`config.mk`:
```
export PLATFORM = sky130hd
export DESIGN_NAME = sp1_ram_arb_flat
export DESIGN_NICKNAME = d
export VERILOG_FILES = /design/src/rtl/sp1_ram_arb_pkg.sv /design/src/rtl/sp1_ram_arb_if.sv /design/src/rtl/sp1_rr_arb2.sv /design/src/rtl/sp1_ram_arb.sv /design/src/flat_wrapper.sv
export SDC_FILE = /design/constraint.sdc
export NUM_CORES = 1
export LEC_CHECK = 0
export CORE_AREA = 3 3 93 95
export CTS_CLUSTER_SIZE = 40
export DETAILED_ROUTE_END_ITERATION = 12
export DIE_AREA = 0 0 96 98
export PLACE_DENSITY = 0.69
export SYNTH_ARGS = -nofsm -noshare
export SYNTH_HDL_FRONTEND = slang
export SYNTH_SLANG_ARGS = --single-unit
```
`constraint.sdc`:
```
create_clock -name clk -period 3.44 [get_ports clk]
set_clock_uncertainty 0.15 [all_clocks]
set_input_delay 0.688 -clock clk [delete_from_list [all_inputs] [get_ports clk]]
set_output_delay 0.688 -clock clk [all_outputs]
set_load 0.02 [all_outputs]
```
`src/rtl/sp1_ram_arb_pkg.sv`:
```
// Shared types for the sp1_ram front-end arbiter: FSM state encoding and port ids.
package sp1_ram_arb_pkg;

  typedef enum logic [1:0] {
    ARB_IDLE   = 2'd0,
    ARB_LOCK_A = 2'd1,
    ARB_LOCK_B = 2'd2
  } arb_state_e;

  localparam logic PORT_A = 1'b0;
  localparam logic PORT_B = 1'b1;

  // One-hot request/grant vector for a port id: bit 0 = A, bit 1 = B.
  function automatic logic [1:0] port_onehot(input logic port);
    return port ? 2'b10 : 2'b01;
  endfunction

endpackage

```
`src/rtl/sp1_ram_arb_if.sv`:
```
// Requester-side bus of the sp1_ram arbiter; one instance per requester (A, B).
interface sp1_ram_arb_if #(
  parameter int AW = 10,
  parameter int DW = 32
) ();

  // A beat transfers on any cycle where valid & ready are both 1. ready is a
  // combinational grant and may depend on valid; the requester holds valid and
  // the request fields stable until the beat transfers. Reads return rvalid for
  // exactly one cycle, the cycle after the transfer; writes return nothing.
  logic          valid;
  logic          ready;
  logic          we;
  logic          lock;
  logic [AW-1:0] adrs;
  logic [DW-1:0] wdata;
  logic          rvalid;
  logic [DW-1:0] rdata;

  modport master (
    output valid, we, lock, adrs, wdata,
    input  ready, rvalid, rdata
  );

  modport slave (
    input  valid, we, lock, adrs, wdata,
    output ready, rvalid, rdata
  );

endinterface

```
`src/rtl/sp1_rr_arb2.sv`:
```
// Two-way round-robin picker: grants the port not granted last when both request,
// or only the port named by i_last while i_hold is set.
module sp1_rr_arb2
  import sp1_ram_arb_pkg::*;
(
  input  logic [1:0] i_req,
  input  logic       i_last,
  input  logic       i_hold,
  output logic [1:0] o_gnt
);

  always_comb begin
    o_gnt = 2'b00;
    if (i_hold) begin
      o_gnt = i_req & port_onehot(i_last);
    end else if (i_req == 2'b11) begin
      o_gnt = port_onehot(~i_last);
    end else begin
      o_gnt = i_req;
    end
  end

endmodule

```
`src/rtl/sp1_ram_arb.sv`:
```
// Two-requester arbiter in front of sp1_ram: round-robin with per-port lock, one-cycle read return.
// Optional X-check on request controls is compiled in with SP1_RAM_ARB_XCHK_EN.
module sp1_ram_arb
  import sp1_ram_arb_pkg::*;
#(
  parameter int AW = 10,
  parameter int DW = 32
) (
  input  logic            clk,
  input  logic            rst,
  sp1_ram_arb_if.slave    a_if,
  sp1_ram_arb_if.slave    b_if,
  output logic            ram_cs,
  output logic            ram_we,
  output logic [AW-1:0]   ram_adrs,
  output logic [DW-1:0]   ram_din,
  input  logic [DW-1:0]   ram_dout,
  output logic            err,
  output arb_state_e      dbg_state
);

  arb_state_e r_state;
  logic       r_last;
  logic       r_rvalid_a;
  logic       r_rvalid_b;

  logic       w_bad_a;
  logic       w_bad_b;
  logic [1:0] w_req;
  logic [1:0] w_gnt;
  logic       w_hold;
  logic       w_last_sel;
  logic       w_acc;
  logic       w_acc_port;
  logic       w_acc_lock;

`ifdef SP1_RAM_ARB_XCHK_EN
  assign w_bad_a = $isunknown(a_if.valid) | (a_if.valid & $isunknown({a_if.we, a_if.lock}));
  assign w_bad_b = $isunknown(b_if.valid) | (b_if.valid & $isunknown({b_if.we, b_if.lock}));
`else
  assign w_bad_a = 1'b0;
  assign w_bad_b = 1'b0;
`endif

  // No grant while reset is asserted, so ram_cs and ready drop immediately.
  assign w_req = {b_if.valid & ~w_bad_b, a_if.valid & ~w_bad_a} & {2{rst}};

  assign w_hold     = (r_state != ARB_IDLE);
  assign w_last_sel = (r_state == ARB_LOCK_A) ? PORT_A :
                      (r_state == ARB_LOCK_B) ? PORT_B : r_last;

  sp1_rr_arb2 u_rr (
    .i_req  (w_req),
    .i_last (w_last_sel),
    .i_hold (w_hold),
    .o_gnt  (w_gnt)
  );

  assign w_acc      = |w_gnt;
  assign w_acc_port = w_gnt[1];
  assign w_acc_lock = w_acc_port ? b_if.lock : a_if.lock;

  assign a_if.ready = w_gnt[0];
  assign b_if.ready = w_gnt[1];

  assign ram_cs   = w_acc;
  assign ram_we   = w_acc & (w_acc_port ? b_if.we : a_if.we);
  assign ram_adrs = w_acc_port ? b_if.adrs  : a_if.adrs;
  assign ram_din  = w_acc_port ? b_if.wdata : a_if.wdata;

  assign a_if.rvalid = r_rvalid_a;
  assign b_if.rvalid = r_rvalid_b;
  assign a_if.rdata  = ram_dout;
  assign b_if.rdata  = ram_dout;

  assign dbg_state = r_state;

  always_ff @(posedge clk or negedge rst) begin
    if (!rst) begin
      r_state    <= ARB_IDLE;
      r_last     <= PORT_B;
      r_rvalid_a <= 1'b0;
      r_rvalid_b <= 1'b0;
    end else begin
      r_rvalid_a <= w_gnt[0] & ~a_if.we;
      r_rvalid_b <= w_gnt[1] & ~b_if.we;
      case (r_state)
        ARB_IDLE: begin
          if (w_acc) begin
            r_last <= w_acc_port;
            if (w_acc_lock) begin
              r_state <= w_acc_port ? ARB_LOCK_B : ARB_LOCK_A;
            end
          end
        end
        ARB_LOCK_A: begin
          if (w_gnt[0] && !a_if.lock) begin
            r_state <= ARB_IDLE;
            r_last  <= PORT_A;
          end
        end
        ARB_LOCK_B: begin
          if (w_gnt[1] && !b_if.lock) begin
            r_state <= ARB_IDLE;
            r_last  <= PORT_B;
          end
        end
        default: r_state <= ARB_IDLE;
      endcase
    end
  end

`ifdef SP1_RAM_ARB_XCHK_EN
  logic r_err;

  always_ff @(posedge clk or negedge rst) begin
    if (!rst) begin
      r_err <= 1'b0;
    end else if (w_bad_a | w_bad_b) begin
      r_err <= 1'b1;
    end
  end

  assign err = r_err;
`else
  assign err = 1'b0;
`endif

endmodule

```
`src/flat_wrapper.sv`:
```
// flat-port wrapper written by rule: the top's interface ports become plain ports
module sp1_ram_arb_flat import sp1_ram_arb_pkg::*;
#(
  parameter int AW = 10,
  parameter int DW = 32
)
  (clk, rst, ram_cs, ram_we, ram_adrs, ram_din, ram_dout, err, dbg_state, a_if_valid, a_if_we, a_if_lock, a_if_adrs, a_if_wdata, a_if_ready, a_if_rvalid, a_if_rdata, b_if_valid, b_if_we, b_if_lock, b_if_adrs, b_if_wdata, b_if_ready, b_if_rvalid, b_if_rdata);
  sp1_ram_arb_if #(.AW(AW), .DW(DW)) a_if_i ();
  sp1_ram_arb_if #(.AW(AW), .DW(DW)) b_if_i ();
  input  logic clk;
  input  logic rst;
  output logic ram_cs;
  output logic ram_we;
  output logic [AW-1:0] ram_adrs;
  output logic [DW-1:0] ram_din;
  input  logic [DW-1:0] ram_dout;
  output logic err;
  output arb_state_e dbg_state;
  input wire logic [$bits(a_if_i.valid)-1:0] a_if_valid;
  input wire logic [$bits(a_if_i.we)-1:0] a_if_we;
  input wire logic [$bits(a_if_i.lock)-1:0] a_if_lock;
  input wire logic [$bits(a_if_i.adrs)-1:0] a_if_adrs;
  input wire logic [$bits(a_if_i.wdata)-1:0] a_if_wdata;
  output wire logic [$bits(a_if_i.ready)-1:0] a_if_ready;
  output wire logic [$bits(a_if_i.rvalid)-1:0] a_if_rvalid;
  output wire logic [$bits(a_if_i.rdata)-1:0] a_if_rdata;
  input wire logic [$bits(b_if_i.valid)-1:0] b_if_valid;
  input wire logic [$bits(b_if_i.we)-1:0] b_if_we;
  input wire logic [$bits(b_if_i.lock)-1:0] b_if_lock;
  input wire logic [$bits(b_if_i.adrs)-1:0] b_if_adrs;
  input wire logic [$bits(b_if_i.wdata)-1:0] b_if_wdata;
  output wire logic [$bits(b_if_i.ready)-1:0] b_if_ready;
  output wire logic [$bits(b_if_i.rvalid)-1:0] b_if_rvalid;
  output wire logic [$bits(b_if_i.rdata)-1:0] b_if_rdata;
  assign a_if_i.valid = a_if_valid;
  assign a_if_i.we = a_if_we;
  assign a_if_i.lock = a_if_lock;
  assign a_if_i.adrs = a_if_adrs;
  assign a_if_i.wdata = a_if_wdata;
  assign a_if_ready = a_if_i.ready;
  assign a_if_rvalid = a_if_i.rvalid;
  assign a_if_rdata = a_if_i.rdata;
  assign b_if_i.valid = b_if_valid;
  assign b_if_i.we = b_if_we;
  assign b_if_i.lock = b_if_lock;
  assign b_if_i.adrs = b_if_adrs;
  assign b_if_i.wdata = b_if_wdata;
  assign b_if_ready = b_if_i.ready;
  assign b_if_rvalid = b_if_i.rvalid;
  assign b_if_rdata = b_if_i.rdata;
  sp1_ram_arb #(.AW(AW), .DW(DW)) u_core (.clk(clk), .rst(rst), .a_if(a_if_i), .b_if(b_if_i), .ram_cs(ram_cs), .ram_we(ram_we), .ram_adrs(ram_adrs), .ram_din(ram_din), .ram_dout(ram_dout), .err(err), .dbg_state(dbg_state));
endmodule
```
# [Word-level counts from Yosys, hierarchy flattened]
# Cells that the tools add are included.
[classes] bitwise_logic=7 eq_ne=7 mux=20 reduce_logical=10
[op_table] op="$mux W32" count=1
[op_table] op="$mux W2" count=9
[op_table] op="$mux W10" count=1
[op_table] op="$reduce_and A4 Y1" count=2
[op_table] op="$mux W1" count=7
[op_table] op="$pmux W2 S3" count=1
[op_table] op="$and A2 B2 Y2" count=2
[op_table] op="$eq A2 B2 Y1 const B" count=2
[op_table] op="$ne A2 B1 Y1 const B" count=2
[op_table] op="$ne A2 B2 Y1 const B" count=2
[op_table] op="$and A1 B1 Y1" count=3
[op_table] op="$pmux W1 S3" count=1
[op_table] op="$reduce_bool A3 Y1" count=1
[op_table] op="$eq A2 B1 Y1 const B" count=1
[op_table] op="$logic_and A1 B1 Y1" count=2
[op_table] op="$logic_not A1 Y1" count=2
[op_table] op="$logic_not A2 Y1" count=1
[op_table] op="$not A1 Y1" count=2
[op_table] op="$reduce_bool A2 Y1" count=1
[op_table] op="$reduce_or A2 Y1" count=1
[totals] inputBits=124 elab_cells=48 ff_bits=5

# [Depth between registers and ports, before layout]
[depth] word_depth=10 depth_mapped=8 mapped_depth_nobuf=7

# [Modules after synthesis]
# A second synthesis with hierarchy kept.
[hier_totals] cells_unflattened=160 area_unflattened_um2=1405.1
[by_module_without_submodules] module="sp1_ram_arb" cells_each=154 seq_area_each_um2=126.4 area_each_um2=1362.6 instances=1
[by_module_without_submodules] module="sp1_rr_arb2" cells_each=6 seq_area_each_um2=0.0 area_each_um2=42.5 instances=1

# [Least setup slack after synthesis]
# OpenSTA, ideal clock, no wires.
[synth_timing] kind="register to output" from="register u_core.r_state[1] (netlist: u_core.dbg_state[1])" to="output ram_adrs[4]" path_slack_ns=0.437 path_stages_with_launch=8 arrival_time_ns=2.165 cell_sequence="dfrtp_1 > inv_1 > ha_1 > o21bai_1 > or2_4 > a31oi_4 > buf_6 > mux2_2"
[synth_between] elab_chain_cells=7 word_cells_on_any_way=11
[synth_rtl] item="start: declaration" line_no="sp1_ram_arb.sv:22" text="arb_state_e r_state;"
[synth_rtl] item="start signal: assignment" line_no="sp1_ram_arb.sv:92" text="r_state <= w_acc_port ? ARB_LOCK_B : ARB_LOCK_A;"
[synth_rtl] item="$eq A2 B2 Y1" line_no="sp1_ram_arb.sv:50" text="(r_state == ARB_LOCK_B) ? PORT_B : r_last;"
[synth_rtl] item="$mux W1" line_no="sp1_ram_arb.sv:50"
[synth_rtl] item="$mux W1" line_no="sp1_ram_arb.sv:49" text="assign w_last_sel = (r_state == ARB_LOCK_A) ? PORT_A :"
[synth_rtl] item="$mux W2" line_no="sp1_ram_arb_pkg.sv:15" text="return port ? 2'b10 : 2'b01;"
[synth_rtl] item="$mux W2 or $and A2 B2 Y2 (tied branches)" line_no="sp1_rr_arb2.sv:16, sp1_rr_arb2.sv:15"
[synth_rtl] item="$mux W2 (*)" line_no="sp1_rr_arb2.sv:14" text="if (i_hold) begin"
[synth_rtl] item="$mux W10 (*)" line_no="sp1_ram_arb.sv:68" text="assign ram_adrs = w_acc_port ? b_if.adrs : a_if.adrs;"
[synth_rtl] item="end: declaration" line_no="flat_wrapper.sv:14" text="output logic [AW-1:0] ram_adrs;"
# Mark *: on every way between the ends. The rest lies on a longest branch, timed or not.

# [Final worst setup path]
[layout_timing] from="input a_if_valid" to="output ram_adrs[6]"
[layout_between] elab_chain_cells=5
[layout_rtl] item="start: declaration" line_no="flat_wrapper.sv:19" text="input wire logic [$bits(a_if_i.valid)-1:0] a_if_valid;"
[layout_rtl] item="$and A2 B2 Y2" line_no="sp1_ram_arb.sv:46" text="assign w_req = {b_if.valid & ~w_bad_b, a_if.valid & ~w_bad_a} & {2{rst}};"
[layout_rtl] item="$eq A2 B2 Y1" line_no="sp1_rr_arb2.sv:16" text="end else if (i_req == 2'b11) begin"
[layout_rtl] item="$mux W2" line_no="sp1_rr_arb2.sv:16"
[layout_rtl] item="$mux W2" line_no="sp1_rr_arb2.sv:14"
[layout_rtl] item="$mux W10" line_no="sp1_ram_arb.sv:68"
# No other way between the ends.

==> metrics.txt <==
CTS tree built; crit-path cells clkdlybuf4s50_1 > inv_1 > or2_4 > a31oi_4 > buf_4 > buf_12 > mux2_2 > clkdlybuf4s15_2; yosys warns 0; f_max 293 MHz; overall routed net length 5.13 mm; Worst-Margin Slew 503 ps; simple-gate share of the synthesized area 0.0793; fin crit share 0.991; combinational family with the most area after synthesis buffers and inverters; area delta synth->final 76.7%; logic gate share of total power 0.808; worst rel slew slack 0.661; Inserted Diodes 0; post-synthesis mux area share 0.337; CTS H-tree lvls 1; Distinct cells, synth 29; post-route minimum period 3410 ps; area of the core 0.00781 mm2; # port buffers 141; Peak VDD IR 0.274 mV; largest net degree at the start of global routing 22; GRT Total Usage 0.0965; # hold bufs at CTS 0; Top delay family on crit path buffers and inverters; share of power burned in registers 0.086; GPL Wtd Cong 0.739; worst setup margin 31.7 ps; commonest non-fill, non-tap cell in the layout clkdlybuf4s50_1; Max Slew Vio Count 0; GR Overflow Total 0; filler cell count 809; CTS Buf Count 3; total die area 0.00941 mm2; first-pass GRT wire length 7.33 mm; CTS Sinks 5; final setup TNS 0 ps; share of layout cells above drive strength 1 0.388; startpoint types input port; initial antenna violation count 0; initial detailed-routing violation count 13; sequential area share after synthesis 0.0880; Yosys reg bits 5; ANT nets after route 0; count of final setup violators 0; Compound-Gate Fraction of Synth Area 0.0706; Post-Syn Area 0.00144 mm2; adder-cell area share of the yosys netlist 0.0348; sw frac 0.417; commonest non-fill, non-tap cells in the layout clkdlybuf4s50_1, mux2_2, buf_2, buf_4, clkdlybuf4s15_1; Final Hold Fails 0; crit-path max cell delay 480 ps; CP arrival 2570 ps; drc violations 0; P_int 0.578 mW; Synth Flop Type dfrtp_1; static leakage power 1.11 nW; end-of-flow core utilization 0.325; wire per inst 14.4 um; Worst-path clk slew 30 ps; PwrDens 391 mW/mm2; Switch Pwr 0.414 mW; Initial Util 0.184; syn_area_per_cell 8.81 um2; CP Buf/Inv Count 5; Boundary Pins 239; Hold Path Class reg -> reg; Clock Tree Root clkbuf_8; vias in the first global route 1,559; Setup WS pre-CTS -249 ps; Clock Tree Buf Depth 2; Crit. End Element output port; Clock Power Share 0.106; placed insts 350; MaxCap Viol Count 0; status complete, no violations; Worst EP required 2600 ps; Hold WS 474 ps; RSZ-0062 raised after global routing true; Chip Width 96 um; total number of vias 1,447; share of flip-flops with an asynchronous set or reset 1.00; Final Non-Filler Cells 357; Post-synth EDFFs 0; HPWL Detailed 4.39 mm; cell row count 32; Synth Instances 163; Detailed Routing Iterations Pass 1 4; Post-Syn Nets 291; vias per inst 4.05; final net count 384; Crit Path Category in -> out; Worst path slowest cell clkdlybuf4s50_1; die height 98 um; XOR/XNOR Fraction of Synth Area 0; worst skew pair latency 220 ps; crit-path max FO 13
==> through the flow <==
stage / total power, mW / area [um2]
after floorplan: 0.646 / 1440
after global placement: 0.921 / 2570
after detailed placement: 0.935 / 2570
after CTS: 1.03 / 2630
after global routing: 1.06 / 2540
final: 0.992 / 2540
==> layout make-up <==
cell class / count / area, um2 / area share
flip-flops and latches: 5 / 126 / 0.0498
well taps: 102 / 128 / 0.0503
inverters: 5 / 18.8 / 0.00739
multi-input cells: 83 / 758 / 0.299
repair buffers: 158 / 1460 / 0.576
clock buffers: 4 / 45.0 / 0.0177
==> worst reg2reg max path, delay by kind of cell (launching register included) <==
kind / cells / cell delay [ps]
AOI/OAI and AO/OA: 2 / 550
adders and majority gates: 1 / 400
muxes: 1 / 350
buffers and inverters: 1 / 90
and+or+nand+nor: 2 / 300
DFF: 1 / 390
==> synth_stat cells, types with 2 or more instances <==
cell type	count	share of area
nor2_1	4	0.010
buf_6	4	0.031
mux2_2	43	0.34
and3_1	2	0.0087
ha_1	4	0.035
o221ai_1	2	0.012
inv_1	4	0.010
buf_4	65	0.34
nand2_1	10	0.026
o21ai_0	3	0.010
dfrtp_1	4	0.070
==> layer usage <==
metal  track usage  up-vias  share of wire
li1              -      670              -
met4        0.0284        0          0.028
met3        0.0408       28           0.17
met1        0.0833      641           0.29
met5             0        -              0
met2         0.192      108           0.51
==> worst paths after layout <==
kind                                                  from                              end  slack (ps)  depth (start not counted)
min in group asynchronous                              rst  u_core.dbg_state[1]$_DFFE_PN0P_         720                          2
max in group asynchronous                              rst        u_core.r_last$_DFFE_PN1P_        2220                          2
hold reg to reg                  u_core.r_last$_DFFE_PN1P_        u_core.r_last$_DFFE_PN1P_         470                          1
setup / recovery                                a_if_valid                      ram_adrs[6]          30                          8
hold / removal                   u_core.r_last$_DFFE_PN1P_        u_core.r_last$_DFFE_PN1P_         470                          1
setup reg to reg           u_core.dbg_state[0]$_DFFE_PN0P_        u_core.r_last$_DFFE_PN1P_        1140                          7
==> logic make-up (layout without fill, tap and decap cells) <==
group,count (synthesis),after routing
compound gates,12,12
other cells,1,1
buf+inv,75,167
fa+ha+maj,4,4
mux,43,43
simple gates,23,23
flops,5,5
==> state kept, by name, indices dropped and copies added, names as in the netlist <==
signal / count
u_core.dbg_state: 2
u_core.a_if.rvalid: 1
u_core.b_if.rvalid: 1
u_core.r_last: 1
==> repair_timing <==
action / 4_1_cts / 5_1_grt
setup buffers: 2 / 0
endpoints found under the setup margin: 46 / 35
gates resized for setup: 110 / 32
gates cloned: 1 / 0
pin swaps: 0 / 1
==> power by group through the flow <==
stage,registers [mW],clock network (mW),logic [mW]
finish,0.0851,0.106,0.802
global route,0.0868,0.116,0.859
CTS,0.0853,0.109,0.833
detailed placement,0.0858,0,0.849
global placement,0.0857,0,0.836
floorplan,0.105,0,0.541
Note: power is estimated with default switching activity, not from simulation.
